$ cat src/rtl/branch_predictor.sv
// Direct-mapped branch target buffer with per-entry saturating counters.
// Fetch lookup is combinational; execute writes resolved outcomes on clk.
module branch_predictor #(
  parameter int ADDR_WIDTH = 32,
  parameter int DEPTH      = 16,
  parameter int CTR_WIDTH  = 2
) (
  input  logic                  clk,
  input  logic                  rst,
  input  logic                  bp_en,
  input  logic                  clear,
  input  logic [ADDR_WIDTH-1:0] fetch_pc,
  output logic                  pred_hit,
  output logic                  pred_taken,
  output logic [ADDR_WIDTH-1:0] pred_next_pc,
  input  logic                  upd_valid,
  input  logic [ADDR_WIDTH-1:0] upd_pc,
  input  logic                  upd_is_jump,
  input  logic                  upd_taken,
  input  logic [ADDR_WIDTH-1:0] upd_target
);

  localparam int IDX_W = $clog2(DEPTH);
  localparam int TAG_W = ADDR_WIDTH - IDX_W - 2;

  localparam logic [CTR_WIDTH-1:0] CTR_MAX     = '1;
  localparam logic [CTR_WIDTH-1:0] CTR_WEAK_T  = CTR_WIDTH'(1) << (CTR_WIDTH - 1);
  localparam logic [CTR_WIDTH-1:0] CTR_WEAK_NT = CTR_WEAK_T - CTR_WIDTH'(1);

  // Entry storage; kept in flops because the lookup must be same-cycle
  logic [DEPTH-1:0]      valid_mem;
  logic [TAG_W-1:0]      tag_mem    [DEPTH];
  logic [ADDR_WIDTH-1:0] target_mem [DEPTH];
  logic [CTR_WIDTH-1:0]  ctr_mem    [DEPTH];

  // Address split; the low two PC bits never participate
  logic [IDX_W-1:0] fetch_idx;
  logic [TAG_W-1:0] fetch_tag;
  logic [IDX_W-1:0] upd_idx;
  logic [TAG_W-1:0] upd_tag;
  logic             unused_pc_bits;

  assign fetch_idx      = fetch_pc[IDX_W+1:2];
  assign fetch_tag      = fetch_pc[ADDR_WIDTH-1:IDX_W+2];
  assign upd_idx        = upd_pc[IDX_W+1:2];
  assign upd_tag        = upd_pc[ADDR_WIDTH-1:IDX_W+2];
  assign unused_pc_bits = ^upd_pc[1:0];

  // Lookup reads pre-update contents, so a same-edge write is seen next cycle
  logic [ADDR_WIDTH-1:0] pc_plus4;
  always_comb begin
    pc_plus4     = fetch_pc + ADDR_WIDTH'(4);
    pred_hit     = valid_mem[fetch_idx] && (tag_mem[fetch_idx] == fetch_tag);
    pred_taken   = bp_en && pred_hit && ctr_mem[fetch_idx][CTR_WIDTH-1];
    pred_next_pc = pred_taken ? target_mem[fetch_idx] : pc_plus4;
  end

  // Resolve the single update into one entry write (train on hit, allocate on taken miss)
  logic                  upd_hit;
  logic                  eff_taken;
  logic [CTR_WIDTH-1:0]  cur_ctr;
  logic                  wr_en;
  logic [ADDR_WIDTH-1:0] wr_target;
  logic [CTR_WIDTH-1:0]  wr_ctr;
  always_comb begin
    upd_hit   = valid_mem[upd_idx] && (tag_mem[upd_idx] == upd_tag);
    eff_taken = upd_is_jump | upd_taken;
    cur_ctr   = ctr_mem[upd_idx];
    wr_en     = 1'b0;
    wr_target = target_mem[upd_idx];
    wr_ctr    = cur_ctr;
    if (upd_valid) begin
      if (upd_hit) begin
        wr_en = 1'b1;
        if (upd_is_jump) begin
          wr_ctr    = CTR_MAX;
          wr_target = upd_target;
        end else if (upd_taken) begin
          wr_ctr    = (cur_ctr == CTR_MAX) ? cur_ctr : cur_ctr + CTR_WIDTH'(1);
          wr_target = upd_target;
        end else begin
          wr_ctr    = (cur_ctr == '0) ? cur_ctr : cur_ctr - CTR_WIDTH'(1);
        end
      end else if (eff_taken) begin
        wr_en     = 1'b1;
        wr_target = upd_target;
        wr_ctr    = upd_is_jump ? CTR_MAX : CTR_WEAK_T;
      end
    end
  end

  // One-hot entry select for the write
  logic [DEPTH-1:0] wr_sel;
  for (genvar gi = 0; gi < DEPTH; gi++) begin : g_sel
    assign wr_sel[gi] = wr_en && (upd_idx == IDX_W'(gi));
  end

  // Entry state: async reset, clear wins over a same-edge update
  always_ff @(posedge clk or posedge rst) begin
    if (rst) begin
      for (int i = 0; i < DEPTH; i++) begin
        valid_mem[i]  <= 1'b0;
        tag_mem[i]    <= '0;
        target_mem[i] <= '0;
        ctr_mem[i]    <= CTR_WEAK_NT;
      end
    end else if (clear) begin
      valid_mem <= '0;
    end else begin
      for (int i = 0; i < DEPTH; i++) begin
        if (wr_sel[i]) begin
          valid_mem[i]  <= 1'b1;
          tag_mem[i]    <= upd_tag;
          target_mem[i] <= wr_target;
          ctr_mem[i]    <= wr_ctr;
        end
      end
    end
  end

endmodule

$ cat config.mk
export PLATFORM = sky130hd
export DESIGN_NAME = branch_predictor
export DESIGN_NICKNAME = d
export VERILOG_FILES = /design/src/rtl/branch_predictor.sv
export SDC_FILE = /design/constraint.sdc
export NUM_CORES = 2
export LEC_CHECK = 0
export ABC_AREA = 0
export CAP_MARGIN = 30
export CORE_MARGIN = 2
export CORE_UTILIZATION = 40
export CTS_CLUSTER_SIZE = 28
export DETAILED_ROUTE_END_ITERATION = 7
export PLACE_DENSITY_LB_ADDON = 0.15
export SLEW_MARGIN = 20
export SYNTH_ARGS = -nofsm -noshare
export SYNTH_HDL_FRONTEND = slang
export SYNTH_SLANG_ARGS = --single-unit
export TNS_END_PERCENT = 100
$ cat constraint.sdc
create_clock -name clk -period 54.3 [get_ports clk]
set_input_delay 5.43 -clock clk [delete_from_list [all_inputs] [get_ports clk]]
set_output_delay 5.43 -clock clk [all_outputs]
set_load 0.01 [all_outputs]
==> out/qor.csv <==
stage;metric;value;unit
run_status;status;finished, final reports clean;
logic_synthesis;Post-synth ARST share;1.00;
floorplanning;total die area;137000;um2
global_route;global routing's busiest layer;met2;
logic_synthesis;Unique masters post-synth;61;
logic_synthesis;Synth top cells by count;960 x dfrtp_1, 590 x mux2_1, 522 x mux4_2, 416 x mux2_2, 148 x buf_2;
global_route;first-pass GRT wire length;248;mm
cts;CTS tree;built;
global_route;initial antenna violation count;10;
cells_and_area;layout cells sized above 1;0.353;
pwr;IR drop worst, VDD;0.0275;mV
setup_path;CP top delay family;buffers and inverters;
floorplanning;DIE WIDTH;370;um
cells_and_area;synth-to-layout area growth;13.4;%
detailed_routing;Post-DRT Antenna Nets;0;
setup_path;cell mode on critical path;buf_4;
detailed_routing;initial DRC count;2709;
logic_synthesis;Synth Warn #;0;
setup_path;Crit path arrival time;11.09;ns
logic_synthesis;sequential area share after synthesis;0.457;
global_route;GR Overflow Total;0;
hold_path;Worst Hold Class;flop to flop;
setup_path;Worst path slowest cell;buf_4;
logic_synthesis;Most used DFF post-synth;dfrtp_1;
timing;maximum clock rate;0.0605;GHz
floorplanning;Core ar.;133000;um2
pwr;Pwr Total;2.07;mW
floorplanning;die height;370;um
logic_synthesis;EDFF count, synth;0;
timing;unrepaired setup endpoints after global routing;no;
setup_path;FF-to-FF setup slack;48.89;ns
logic_synthesis;most area-consuming cells after synthesis;dfrtp_1 45%, mux4_2 22%, mux2_1 12%;
logic_synthesis;Yosys reg bits;976;
logic_synthesis;top-count cell post-synth;dfrtp_1;
detailed_routing;Post-Route WL;167;mm
cts;Clk Latency, worst-skew pair;0.73;ns
logic_synthesis;area share of the largest cell type after synthesis;0.449;
placed_design;input/output buffers;134;
global_route;number of global-route vias before repair;36200;
setup_path;slowest stage delay, CP;0.93;ns
timing;WHS;0.506;ns
setup_path;cells along the critical path;buf_8 > buf_4 > buf_4 > buf_16 > mux4_2 > mux2i_1 > a21oi_1 > nand2_1 > or4_1 > nor4_1 > o2111a_1 > clkdlybuf4s50_1;
setup_path;worst path bufs/invs;5;
cells_and_area;Final nets;3607;
logic_synthesis;Synth area leader;dfrtp_1;
global_route;met2 Use GR;0.401;
timing;Final Hold Vio Count;0;
setup_path;crit path kind;input port to output port;
detailed_routing;WL/cell;31.2;um
global_route;largest net degree at the start of global routing;134;
timing;Max Transition Viols Final;0;
logic_synthesis;Post-Syn Area per Cell;15.2;um2
cts;CTS H-tree lvls;3;
cts;Post-CTS Resized;0;
floorplanning;initial core utilization;0.402;
cts;clock sinks;976;
timing;setup TNS;0;ns
placed_design;hpwl dp;100;mm
global_route;met1 usage;0.334;
pwr;Leak;27.1;nW
global_route;met3 Track Usage GR;0.0456;
setup_path;worst endpoint required time;48.87;ns
cts;Root Buffer;clkbuf_16;
detailed_routing;Detailed Routing Iterations Pass 1;5;
logic_synthesis;Gate Count Post-Synth;3510;
logic_synthesis;Syn Nets;3614;
global_route;GRT Resource Usage Total;0.246;
timing;final number of setup-violating endpoints;0;
timing;Slew @ Worst Pin;1.05;ns
detailed_routing;total via count in the routed design;33400;
timing;Rel. slew slack;0.302;
cts;Post-CTS Setup Bufs;0;
detailed_routing;vias per inst;6.21;
job;max-cap violation count;0;
cts;CTS Buf Count;112;
floorplanning;Std-Cell Rows;134;
placed_design;RePlAce Congestion;0.842;
setup_path;CP max FO;79;
floorplanning;I/O pins;137;
pwr;PD cells;34.1;nW/um2
detailed_routing;DRC;0;
cts;CTS max path bufs;3;
setup_path;CP endpoint kind;output port;
cts;CTS clk-pin slew, worst paths;0.06;ns
logic_synthesis;Post-Syn Area;53500;um2
setup_path;CP startpoint kind;input port;
cts;Post-CTS Hold Fix Bufs;0;
timing;fin crit share;0.304;
timing;Post-Route Skew;0.0390;ns
timing;Tmin final;16.52;ns
routing by layer:
layer	wire length, um	part of all wire
met1	71700	0.43
met2	80900	0.48
met3	9490	0.057
met4	5100	0.031
met5	76	0.00045
worst reg2reg max path, cell delays in order (launching register included):
cell and delay (ns):
dfrtp_1 0.39, mux4_2 0.50, mux4_2 0.47, xnor2_1 0.53
nand4_1 0.29, a2111o_1 0.57, nor4_4 0.36, buf_4 0.47
o21ai_4 0.36, buf_4 0.44, buf_4 0.43, mux2_1 0.45
final timing paths:
kind	start	end	cells after the start
max	fetch_pc[3]	pred_taken	12
min	target_mem[60]	target_mem[60]	1
max reg2reg	tag_mem[213]	tag_mem[2]	11
min reg2reg	target_mem[60]	target_mem[60]	1
max in group asynchronous	rst	target_mem[477]	7
min in group asynchronous	rst	target_mem[129]	2
final cells by class:
| cell class | count | area, um2 |
|---|---|---|
| Clock inverter | 45 | 558 |
| Timing Repair Buffer | 232 | 2460 |
| Fill cell | 11600 | 72400 |
| Clock buffer | 162 | 3310 |
| Tap cell | 1768 | 2210 |
| Antenna cell | 4 | 10.0 |
| Sequential cell | 976 | 24400 |
| Inverter | 28 | 115 |
| Multi-Input combinational cell | 2153 | 27600 |
placed cells by master, fill, tap and decap left out, types with 19 or more instances in the layout:
master	synthesis	layout
buf_4	12	80
clkdlybuf4s50_1	0	126
mux2i_1	124	124
clkbuf_1	133	21
a22oi_1	24	24
dfrtp_1	960	960
o21ai_0	22	22
clkbuf_8	0	26
clkbuf_16	0	115
xor2_1	33	33
clkinv_2	0	28
mux2_1	590	590
inv_1	27	25
mux4_2	522	522
nand2_1	139	139
xnor2_1	51	51
mux2_2	416	416
nor2b_1	19	19
nor2_1	20	19
nand3_1	20	20
registers in the layout, indices dropped and copies added (netlist names):
name	count
valid_mem	16
ctr_mem	32
tag_mem	416
target_mem	512
cells by family after synthesis:
group / synth area share
AO/OA/AOI/OAI: 0.0195
XOR/XNOR: 0.0138
adder cells (fa/ha/maj): 0.000234
buffers and inverters: 0.0310
flip-flops: 0.457
multiplexers: 0.455
AND/OR/NAND/NOR: 0.0238
stage by stage:
stage               instances   util  area, um2  setup slack (ns)
detailed placement       5147  0.425      56500             37.78
global route             5366  0.456      60700             37.50
global placement         5136  0.423      56300             37.66
floorplan                3510      -      53500             21.44
CTS                      5354  0.454      60400             37.77
finish                   5368  0.456      60700             37.78
power by group:
group	total, mW	switching, mW	internal [mW]
registers	0.910	0.0778	0.832
logic	0.368	0.166	0.202
clock network	0.793	0.315	0.478
total	2.07	0.559	1.51
Note: power is estimated with default switching activity, not from simulation.
